$ cat config.mk
export PLATFORM = sky130hd
export DESIGN_NAME = sample_interpolator
export DESIGN_NICKNAME = d
export VERILOG_FILES = /design/src/rtl/sample_interpolator_pkg.sv /design/src/rtl/sample_interpolator_phase_calc.sv /design/src/rtl/sample_interpolator.sv
export SDC_FILE = /design/constraint.sdc
export NUM_CORES = 1
export LEC_CHECK = 0
export ABC_AREA = 1
export BUFFER_PORTS_ARGS = -buffer_cell sky130_fd_sc_hd__buf_2
export CAP_MARGIN = 20
export CORE_ASPECT_RATIO = 2
export CORE_UTILIZATION = 35
export DETAILED_ROUTE_END_ITERATION = 6
export HOLD_SLACK_MARGIN = 0.1
export SLEW_MARGIN = 40
export SYNTH_ARGS = -nofsm -noshare
export SYNTH_HDL_FRONTEND = slang
export SYNTH_SLANG_ARGS = --single-unit
$ cat constraint.sdc
create_clock -name clk -period 22 [get_ports clk]
set_clock_uncertainty 0.05 [all_clocks]
set_input_delay 1.1 -clock clk [delete_from_list [all_inputs] [get_ports clk]]
set_output_delay 1.1 -clock clk [all_outputs]
set_load 0.01 [all_outputs]
$ cat src/rtl/sample_interpolator_pkg.sv
// Shared audio-path definitions for the sample interpolator: widths, interpolation
// modes, FSM states and the per-burst configuration decode.
package sample_interpolator_pkg;

    localparam int SAMPLE_W = 16;

    typedef logic signed [SAMPLE_W-1:0] sample_t;

    typedef enum logic [1:0] {
        MODE_ZERO = 2'b00,
        MODE_HOLD = 2'b01,
        MODE_LIN  = 2'b10
    } mode_e;

    typedef enum logic {
        ST_IDLE = 1'b0,
        ST_EMIT = 1'b1
    } state_e;

    typedef struct packed {
        logic [3:0] factor;
        mode_e      mode;
        logic [1:0] shift;
    } burst_cfg_t;

    // Linear interpolation needs a power-of-two factor so the divide is a shift;
    // anything else (and the reserved mode 11) falls back to hold.
    function automatic burst_cfg_t decode_cfg(input logic [3:0] factor, input logic [1:0] mode);
        burst_cfg_t cfg;
        cfg.factor = (factor == 4'd0) ? 4'd1 : factor;
        cfg.mode   = MODE_HOLD;
        cfg.shift  = 2'd0;
        if (mode == MODE_ZERO) begin
            cfg.mode = MODE_ZERO;
        end else if (mode == MODE_LIN) begin
            case (cfg.factor)
                4'd1: begin cfg.mode = MODE_LIN; cfg.shift = 2'd0; end
                4'd2: begin cfg.mode = MODE_LIN; cfg.shift = 2'd1; end
                4'd4: begin cfg.mode = MODE_LIN; cfg.shift = 2'd2; end
                4'd8: begin cfg.mode = MODE_LIN; cfg.shift = 2'd3; end
                default: cfg.mode = MODE_HOLD;
            endcase
        end
        return cfg;
    endfunction

endpackage

$ cat src/rtl/sample_interpolator_phase_calc.sv
// Combinational value of one output phase from the previous/current samples and phase index.
module interp_phase_calc
    import sample_interpolator_pkg::*;
(
    input  sample_t    i_prev,
    input  sample_t    i_cur,
    input  logic [3:0] i_k,
    input  mode_e      i_mode,
    input  logic [1:0] i_shift,
    output sample_t    o_value
);

    logic signed [16:0] w_delta;
    logic signed [20:0] w_prod;
    logic signed [20:0] w_scaled;
    logic signed [20:0] w_sum;

    // The interpolated value always lies between prev and cur, so truncating to 16 bits is lossless.
    assign w_delta  = $signed({i_cur[15], i_cur}) - $signed({i_prev[15], i_prev});
    assign w_prod   = $signed({{4{w_delta[16]}}, w_delta}) * $signed({17'd0, i_k});
    assign w_scaled = w_prod >>> i_shift;
    assign w_sum    = $signed({{5{i_prev[15]}}, i_prev}) + w_scaled;

    // NOTE: every output of a combinational block gets a default first, so no path infers a latch.
    always_comb begin
        o_value = i_cur;
        case (i_mode)
            MODE_ZERO: o_value = (i_k == 4'd0) ? i_cur : '0;
            MODE_LIN:  o_value = w_sum[15:0];
            default:   o_value = i_cur;
        endcase
    end

endmodule

$ cat src/rtl/sample_interpolator.sv
// Upsampler: one input sample per handshake, factor output samples per burst on out_tick,
// by zero-stuffing, zero-order hold or linear interpolation.
module sample_interpolator
    import sample_interpolator_pkg::*;
(
    input  logic        clk,
    input  logic        rst_n,
    input  logic [15:0] datain,
    input  logic        datain_valid,
    output logic        datain_ready,
    input  logic [3:0]  factor,
    input  logic [1:0]  mode,
    input  logic        out_tick,
    output logic [15:0] dataout,
    output logic        dataout_valid,
    output logic        underrun
);

    state_e     r_state;
    state_e     w_state_next;
    sample_t    r_hold;
    logic       r_hold_full;
    sample_t    r_cur;
    sample_t    r_prev;
    logic [3:0] r_k;
    logic [3:0] r_f_l;
    mode_e      r_mode_l;
    logic [1:0] r_s_l;
    sample_t    r_dataout;
    logic       r_dataout_valid;
    logic       r_underrun;

    logic       w_xfer;
    logic       w_avail;
    sample_t    w_new;
    burst_cfg_t w_cfg;
    logic       w_last;
    logic       w_load;
    logic       w_fresh;
    logic       w_underrun;
    sample_t    w_calc_prev;
    sample_t    w_calc_cur;
    logic [3:0] w_calc_k;
    mode_e      w_calc_mode;
    logic [1:0] w_calc_shift;
    sample_t    w_phase_value;
    sample_t    w_out_value;

    assign datain_ready  = !r_hold_full;
    assign dataout       = r_dataout;
    assign dataout_valid = r_dataout_valid;
    assign underrun      = r_underrun;

    // A full hold register is always the next sample; otherwise a same-cycle transfer bypasses it.
    assign w_xfer  = datain_valid && !r_hold_full;
    assign w_avail = r_hold_full || w_xfer;
    assign w_new   = r_hold_full ? r_hold : datain;
    assign w_cfg   = decode_cfg(factor, mode);
    assign w_last  = (r_k == r_f_l - 4'd1);

    always_ff @(posedge clk or negedge rst_n) begin
        if (!rst_n) begin
            r_state <= ST_IDLE;
        end else begin
            r_state <= w_state_next;
        end
    end

    always_comb begin
        w_state_next = r_state;
        w_load       = 1'b0;
        if (out_tick) begin
            case (r_state)
                ST_IDLE: begin
                    if (w_avail) begin
                        w_load       = 1'b1;
                        w_state_next = (w_cfg.factor == 4'd1) ? ST_IDLE : ST_EMIT;
                    end
                end
                ST_EMIT: begin
                    if (w_last) begin
                        if (w_avail) begin
                            w_load = 1'b1;
                        end else begin
                            w_state_next = ST_IDLE;
                        end
                    end
                end
                default: w_state_next = ST_IDLE;
            endcase
        end
    end

    // A burst loaded from IDLE emits its phase 0 on the loading tick, so the calculator sees the new values.
    always_comb begin
        w_fresh      = w_load && (r_state == ST_IDLE);
        w_underrun   = out_tick && (r_state == ST_IDLE) && !w_avail;
        w_calc_prev  = w_fresh ? r_cur        : r_prev;
        w_calc_cur   = w_fresh ? w_new        : r_cur;
        w_calc_k     = w_fresh ? 4'd0         : r_k;
        w_calc_mode  = w_fresh ? w_cfg.mode   : r_mode_l;
        w_calc_shift = w_fresh ? w_cfg.shift  : r_s_l;
        w_out_value  = w_phase_value;
        if (w_underrun) begin
            w_out_value = (r_mode_l == MODE_ZERO) ? '0 : r_cur;
        end
    end

    interp_phase_calc u_phase_calc (
        .i_prev  (w_calc_prev),
        .i_cur   (w_calc_cur),
        .i_k     (w_calc_k),
        .i_mode  (w_calc_mode),
        .i_shift (w_calc_shift),
        .o_value (w_phase_value)
    );

    // NOTE: sequential state uses non-blocking assignments so every register samples pre-edge values.
    always_ff @(posedge clk or negedge rst_n) begin
        if (!rst_n) begin
            r_hold          <= '0;
            r_hold_full     <= 1'b0;
            r_cur           <= '0;
            r_prev          <= '0;
            r_k             <= 4'd0;
            r_f_l           <= 4'd1;
            r_mode_l        <= MODE_HOLD;
            r_s_l           <= 2'd0;
            r_dataout       <= '0;
            r_dataout_valid <= 1'b0;
            r_underrun      <= 1'b0;
        end else begin
            if (w_xfer && !w_load) begin
                r_hold      <= datain;
                r_hold_full <= 1'b1;
            end else if (w_load && r_hold_full) begin
                r_hold_full <= 1'b0;
            end

            if (w_load) begin
                r_prev   <= r_cur;
                r_cur    <= w_new;
                r_f_l    <= w_cfg.factor;
                r_mode_l <= w_cfg.mode;
                r_s_l    <= w_cfg.shift;
                r_k      <= (r_state == ST_IDLE) ? 4'd1 : 4'd0;
            end else if (out_tick && (r_state == ST_EMIT) && !w_last) begin
                r_k <= r_k + 4'd1;
            end

            r_dataout_valid <= out_tick;
            r_underrun      <= w_underrun;
            if (out_tick) begin
                r_dataout <= w_out_value;
            end
        end
    end

endmodule

After elaboration in Yosys (flattened, before gate mapping) --
Index checks and enable logic that the tools add are counted.
Storage, ports and cells: bits in registers 80, bits of input ports 26, output and inout port bits 19, word-level logic and storage cells 76
Operators by class: add/subtract/negate cells 4, multiply operators 1, equality and inequality tests 7, shift-type cells 1, muxes and demuxes 29, bitwise gates (word level) 1, reduce and logical (&&, ||, !) cells 21
Operator list (number):
- $mux 16 | 6
- $pmux 16 s2 | 1
- $mul 17x5->21 | 1
- $sshr 21x2->16 | 1
- $mux 4 | 5
- $sub 16x16->17 | 1
- $add 16x16->16 | 1
- $mux 2 | 5
- $mux 1 | 9
- $logic_and 1x1->1 | 8
- $logic_not 4->1 | 2
- $logic_not 2->1 | 3
- $pmux 2 s3 | 1
- $add 4x1->4 const B | 1
- $eq 2x2->1 const B | 2
- $eq 4x1->1 const B | 1
- $eq 4x2->1 const B | 1
- $eq 4x3->1 const B | 1
- $eq 4x4->1 | 1
- $eq 4x4->1 const B | 1
- $logic_not 1->1 | 4
- $pmux 1 s2 | 2
- $reduce_bool 2->1 | 2
- $reduce_or 4->1 | 1
- 3 further kinds | 3

Logic depth before layout (Yosys ltp) --
Gate-level depths: netlist of the first run.
depth in word-level cells 15, depth in mapped cells 54, mapped depth without buffers 51

By module --
Synthesis of the first run repeated with hierarchy kept, for this count alone.
Second synthesis, totals: cells, all modules 1289, area total of the unflattened synthesis 8541.9 um2
Modules (own cells, without submodules):
- interp_phase_calc | instances 1, cells each 728, area each 4342.9 um2, sequential area each 0.0 um2
- sample_interpolator | instances 1, cells each 561, area each 4199.0 um2, sequential area each 2004.4 um2

Worst setup path after synthesis of the first run --
Ideal clock, no wire load.
path type input to register, start input port out_tick, end register r_dataout[15] (netlist: dataout[15]), setup time 0.073 ns, arrival 7.698 ns, data required time 21.877 ns, path slack 14.179 ns, stages on the path 46, path buffers 4, cell sequence buf_4 > nand3_4 > buf_2 > clkbuf_1 > clkbuf_1 > o21ai_0 > ha_1 > inv_1 > ha_1 > inv_1 > nand2_1 > nand3_1 > nand2_1 > nand3_1 > nand2_1 > xor2_1 > inv_1 > nor2_1 > (+10 left out) > o21bai_1 > xor2_1 > o21ai_0 > o21ai_0 > ha_1 > nand2_1 > inv_1 > nand3_1 > o221a_2 > nand2_1 > nand2_1 > nand2_1 > inv_1 > nand3_1 > nand3_1 > nand2_1 > nand2_1 > a21oi_2
Between the ends: longest elaborated chain between the ends 9, elaborated cells on any way between the ends 19, classes of those cells add/sub: 2; mul: 1; eq/ne: 1; shift: 1; mux: 9; reduce/logical: 5
Ends and longest elaborated chain:
- start: declaration | line sample_interpolator.sv:13 | input logic out_tick,
- $mux 1 | line sample_interpolator.sv:72 | if (out_tick) begin
- $logic_and 1x1->1 | line sample_interpolator.sv:96 | w_fresh = w_load && (r_state == ST_IDLE);
- $mux 16, on equally long branches | line sample_interpolator.sv:99, sample_interpolator.sv:98
- $sub 16x16->17 | line sample_interpolator_phase_calc.sv:19 | assign w_delta = $signed({i_cur[15], i_cur}) - $signed({i_prev[15], i_prev});
- $mul 17x5->21 | line sample_interpolator_phase_calc.sv:20 | assign w_prod = $signed({{4{w_delta[16]}}, w_delta}) * $signed({17'd0, i_k});
- $sshr 21x2->16 | line sample_interpolator_phase_calc.sv:21 | assign w_scaled = w_prod >>> i_shift;
- $add 16x16->16 | line sample_interpolator_phase_calc.sv:22 | assign w_sum = $signed({{5{i_prev[15]}}, i_prev}) + w_scaled;
- $pmux 16 s2 | line sample_interpolator_phase_calc.sv:27 | case (i_mode)
- $mux 16 | line sample_interpolator.sv:104 | if (w_underrun) begin
- end signal: assignment | line sample_interpolator.sv:154 | r_dataout <= w_out_value;
- end: declaration | line sample_interpolator.sv:29 | sample_t r_dataout;
Parallel ways exist; a longest one is shown, timed or not. A chain may end at the register's enable or synchronous reset.

Worst setup path in the final report of the first run --
Same ends and word-level chain as after synthesis.

==> summary.txt, run 1 <==
Outcome
  • Status: complete, no violations

GRT
  • First-pass GRT wire length: 40.3 mm
  • Initial antenna violation count: 0
  • Total track usage: 20.8%
  • Largest net degree at the start of global routing: 63
  • Vias in the first global route: 8068
  • Grt total ovfl: 0

Synth
  • Seq cells post-synth: 80
  • Post-synth top area share: 23.2%
  • Top cells by area, synth: dfrtp_1 23%, nand2_1 16%, ha_1 9.7%
  • Ys async rst share: 100%
  • Gate Count Post-Synth: 1269
  • Syn Nets: 1390
  • Biggest area consumer among synthesized cells: dfrtp_1
  • Post-Syn Area: 0.00840 mm²
  • Number of flops mapped to enable cells by yosys: 0
  • Unique masters post-synth: 50
  • Post-synth top flop: dfrtp_1
  • Proportion of synthesized chip area in sequential cells: 23.9%
  • Ys Warns: 0
  • Avg Cell Area, Syn: 6.62 µm²

Drt
  • TritonRoute pass-1 iters: 5
  • Wire per inst: 15.6 µm
  • DR vias: 8046
  • DR vias/cell: 5.10
  • ANT nets after route: 0
  • Drt drc: 0
  • Initial drt markers: 346
  • Total Routed Length: 24.6 mm

STA
  • Final worst path period share: 42.6%
  • RSZ-0062 raised after global routing: false
  • Final setup viols: 0
  • Hold Fails Final Rpt: 0
  • Achievable Freq: 107 MHz
  • Worst Tran Pin Value: 865 ps
  • Max Slew Vio Count: 0
  • Period minus WS final: 9380 ps
  • Slew HR: 42.3%
  • Setup tns final: 0 ps

Finish
  • N_diodes: 0
  • Commonest non-fill, non-tap cell in the layout: nand2_1
  • Commonest cells after routing, fill and taps aside: 364 x nand2_1, 193 x inv_1, 145 x o21ai_0, 96 x nor2_1, 78 x dfrtp_1
  • Layout cell share with drive strength beyond 1: 7.88%
  • Nets: 1411
  • Synth-to-Final Area Change: 9.07%

Setup path
  • Worst Setup End Kind: flop
  • Bufs and invs on worst path: 9
  • Instance count on the critical path: 46
  • CP Launch Point: out_tick
  • CP endpoint: dataout[15]
  • Crit start category: input port
  • Crit-path max cell delay: 630 ps
  • Required time of the critical path: 22230 ps
  • Worst Reg-to-Reg Cells: 46
  • Worst r2r dst: dataout[15]
  • R2R Path Start: r_state
  • Most numerous cell on the critical path: nand2_1
  • Flop2flop setup slack: 12920 ps
  • Arrival @ worst endpoint: 9610 ps
  • Setup Crit Path Kind: in2reg
  • Crit-path slowest cell: inv_2
  • Critical-path maximum fanout: 62
  • Crit-path leading delay family: adder cells

CTS
  • Later-pin clock latency in the skew report: 350 ps
  • Setup Fix Bufs, Post-CTS: 0
  • CTS resizes: 0
  • CTS Buffer Depth: 2
  • CTS Buf Count: 9
  • Root Driver: clkbuf_16
  • Hold buffer count at CTS: 0
  • Clk sinks: 80
  • CTS tree: yes
  • H-tree depth: 3
  • Clock-pin transition on the worst setup and hold timing paths: 60 ps

Die
  • Die ar.: 0.0247 mm²
  • Core box area: 0.0234 mm²
  • Die X: 112 µm
  • Core Rows: 79
  • Starting Density: 35.9%
  • I/O Pins: 45
  • Die H: 221 µm

Run
  • Maxcap violations: 0

Min path
  • Hold Crit Class: reg2reg

Place
  • Port bufs: 44
  • DP HPWL: 20.3 mm
  • GP Congestion: 0.933
-- worst reg2reg max path, delay by kind of cell, from the launching register on --
family / cells / cell delay, ps
adders and majority gates: 6 / 2420
and+or+nand+nor: 20 / 2430
AOI/OAI and AO/OA: 9 / 1740
xor gates and xnor gates: 2 / 450
buffers and inverters: 9 / 1520
DFF: 1 / 410
-- synthesized netlist by cell type, types with 7 or more instances --
master and n:
xnor2_1 9, ha_1 65, nand2_2 7, a22oi_1 8
dfrtp_1 78, o21ai_0 145, o21ai_2 7, inv_1 193
nor2_1 97, nand3_1 51, xor2_1 26, fa_1 30
clkbuf_1 29, nand2_1 365, nand4_1 11, a21oi_1 60
o21ai_1 9
-- area by class of cell --
cell class,instances,area (µm²)
Clock inverter,2,15.0
Tap cell,283,354
Sequential cell,80,2000
Clock buffer,14,274
Fill cell,2498,14300
Inverter,203,762
Timing Repair Buffer,48,256
Multi-Input combinational cell,948,5500
-- metal layers --
layer | track usage [%] | vias to the layer above | routed length [µm]
met5 | 0 | - | 0
met2 | 40.3 | 164 | 13700
li1 | - | 4095 | -
met4 | 11.9 | 0 | 1160
met3 | 1.42 | 59 | 464
met1 | 21.5 | 3728 | 9360
-- stage by stage --
stage | utilization [%] | hold WS (ps) | instances | cell area, µm² | worst slack, ps
finish | 39.1 | 428 | 1578 | 9160 | 12620
global route | 39.1 | 459 | 1578 | 9160 | 11920
CTS | 39.1 | 434 | 1578 | 9150 | 12640
detailed placement | 37.8 | 418 | 1562 | 8860 | 12260
global placement | 37.8 | 405 | 1562 | 8850 | 12230
floorplan | - | 392 | 1269 | 8400 | 14180
-- kinds of logic after synthesis --
| group | count (synthesis) | synth area share, % |
|---|---|---|
| fa+ha+maj | 95 | 16.8 |
| buf+inv | 241 | 11.1 |
| simple gates | 555 | 27.1 |
| flops | 80 | 23.9 |
| mux | 3 | 0.372 |
| compound gates | 260 | 17.1 |
| xor+xnor | 35 | 3.65 |
-- how the worst min path moves through the flow --
stage	startpoint	to	slack, ps	cells after the start
3_3_place_gp	r_s_l[0]	r_s_l[0]	410	2
3_5_place_dp	r_s_l[0]	r_s_l[0]	420	2
2_1_floorplan	r_s_l[0]	r_s_l[0]	390	2
6_report	r_s_l[0]	r_s_l[0]	430	2
5_1_grt	dataout[5]	dataout[5]	460	2
4_1_cts	r_s_l[0]	r_s_l[0]	430	2
-- sequential cells by signal, indices dropped and copies added, names as in the netlist --
signal,count
r_s_l,2
dataout_valid,1
r_hold_full,1
r_prev,16
r_mode_l,2
underrun,1
r_hold,16
dataout,16
r_f_l,4
r_state,1
r_cur,16
r_k,4
Power of run 1 is left out: the tool's default activity adds up to more than one toggle a clock period on the data nets, which glitch-free logic cannot reach.
==> inputs of run 2 (changes only) <==
Clock period 22 ns to 9.81 ns, I/O delays scaled along.
==> run 2 against run 1 <==
Net effect:
- first-iteration DRC count shrank 17%
- setup slack worse by 11000 ps
- core utilization up 0.24 points
- final cell count is 0.19% higher
- design area rose by 0.60%
- via count down 0.51%
- non-clock buffer count grew 3
- count of clock-buffer cells in the layout shrank 4
- hold slack got worse by 76 ps
- routed wire length grew 0.37%
- die area unchanged
==> summary.txt, run 2 (synthesis gave the netlist of run 1 again) <==
Drt
  • Drt drc: 0 (unchanged)
  • Total Routed Length: 24.7 mm (+0.37%)
  • Wire per inst: 15.6 µm (+0.18%)
  • ANT nets after route: 0 (unchanged)
  • DR vias: 8005 (-0.51%)
  • Initial drt markers: 288 (-17%)
  • DR vias/cell: 5.06 (-0.70%)
  • TritonRoute pass-1 iters: 4 (-1)

Setup path
  • Crit-path slowest cell: fa_1
  • Crit start category: flop
  • Worst Setup End Kind: flop
  • Critical-path maximum fanout: 39 (-37%)
  • Arrival @ worst endpoint: 8530 ps (-1080 ps)
  • Setup Crit Path Kind: reg2reg
  • Required time of the critical path: 10050 ps (-12180 ps)
  • Crit-path max cell delay: 530 ps (-100 ps)
  • Most numerous cell on the critical path: nand2_1

STA
  • RSZ-0062 raised after global routing: false
  • Max Slew Vio Count: 0 (unchanged)
  • Final setup viols: 0 (unchanged)
  • Setup tns final: 0 ps (unchanged)
  • Final worst path period share: 84.5%
  • Achievable Freq: 121 MHz
  • Hold Fails Final Rpt: 0 (unchanged)
  • Slew HR: 46.8% (+4.5 points)
  • Period minus WS final: 8290 ps
  • Worst Tran Pin Value: 793 ps (-72.0 ps)

CTS
  • Root Driver: clkbuf_16
  • CTS resizes: 0 (unchanged)
  • Clock-pin transition on the worst setup and hold timing paths: 70 ps (about the same)
  • Hold buffer count at CTS: 1 (+1)
  • Setup Fix Bufs, Post-CTS: 0 (unchanged)
  • Clk sinks: 80 (unchanged)
  • CTS tree: yes
  • H-tree depth: 3 (unchanged)
  • CTS Buf Count: 9 (unchanged)
  • Later-pin clock latency in the skew report: 360 ps (about the same)
  • CTS Buffer Depth: 2 (unchanged)

GRT
  • Grt total ovfl: 0 (unchanged)
  • Initial antenna violation count: 0 (unchanged)
  • First-pass GRT wire length: 40.5 mm (+0.32%)
  • Total track usage: 21.0% (+0.21 points)
  • Vias in the first global route: 8172 (+1.3%)
  • Largest net degree at the start of global routing: 72 (+14%)

Finish
  • Commonest cells after routing, fill and taps aside: 365 x nand2_1, 193 x inv_1, 145 x o21ai_0, 96 x nor2_1, 78 x dfrtp_1
  • Layout cell share with drive strength beyond 1: 7.94% (+0.059 points)
  • Commonest non-fill, non-tap cell in the layout: nand2_1
  • Nets: 1414 (+0.21%)
  • Synth-to-Final Area Change: 9.73%
  • N_diodes: 0 (unchanged)
  • Fillers: 2505 (+0.28%)

Die
  • I/O Pins: 45 (unchanged)
  • Die X: 112 µm (unchanged)
  • Die H: 221 µm (unchanged)
  • Die ar.: 0.0247 mm² (unchanged)
  • Core box area: 0.0234 mm² (unchanged)
  • Core Rows: 79 (unchanged)
  • Starting Density: 35.9% (unchanged)

Run
  • Maxcap violations: 0 (unchanged)

Place
  • Port bufs: 44 (unchanged)
  • GP Congestion: 0.910 (-2.4%)
  • DP HPWL: 20.6 mm (+1.3%)

Outcome
  • Status: complete, no violations

Min path
  • Hold Crit Class: in2reg
[run 2: worst max-delay path, delay by kind of cell, from the launching register on]
kind | cells | cell delay, ps
compound gates | 8 | 1780
xor+xnor | 2 | 380
fa+ha+maj | 6 | 2480
buf+inv | 8 | 1150
flops | 1 | 410
simple gates | 16 | 1930
[run 2: metal layers]
layer,global-route usage [%],part of all wire [%],vias to the layer above
met3,1.48,1.9,64
met4,12.8,5.3,0
met2,41.5,56,146
met5,0,0,-
li1,-,-,4101
met1,20.7,37,3694
[run 2: final timing paths]
check	startpoint	endpoint	slack (ps)	depth (start not counted)
worst min-delay path	datain[9]	r_hold[9]	350	3
worst min register to register	r_s_l[0]	r_s_l[0]	420	2
min in group asynchronous	rst_n	r_k[1]	440	2
worst max register to register	r_state	dataout[15]	1520	40
worst max-delay path	r_state	dataout[15]	1520	40
max in group asynchronous	rst_n	r_cur[14]	8370	3
[run 2: per-stage QoR]
step	utilization [%]	cells	worst slack (ps)	area (µm²)	hold WS (ps)
finish	39.3	1581	1520	9220	352
global placement	37.8	1564	1410	8860	272
floorplan	-	1269	2600	8400	145
global route	39.3	1581	714	9220	365
CTS	39.3	1581	1510	9220	341
detailed placement	37.9	1564	1390	8890	278
[run 2: cell type report]
class                           count  area (µm²)  share of cell area (%)
Inverter                          203         762                    8.27
Sequential cell                    80        2000                    21.7
Clock inverter                      6        92.6                    1.00
Timing Repair Buffer               51         282                    3.05
Tap cell                          283         354                    3.84
Clock buffer                       10         229                    2.48
Multi-Input combinational cell    948        5490                    59.6
Power of run 2 is left out for the same reason.
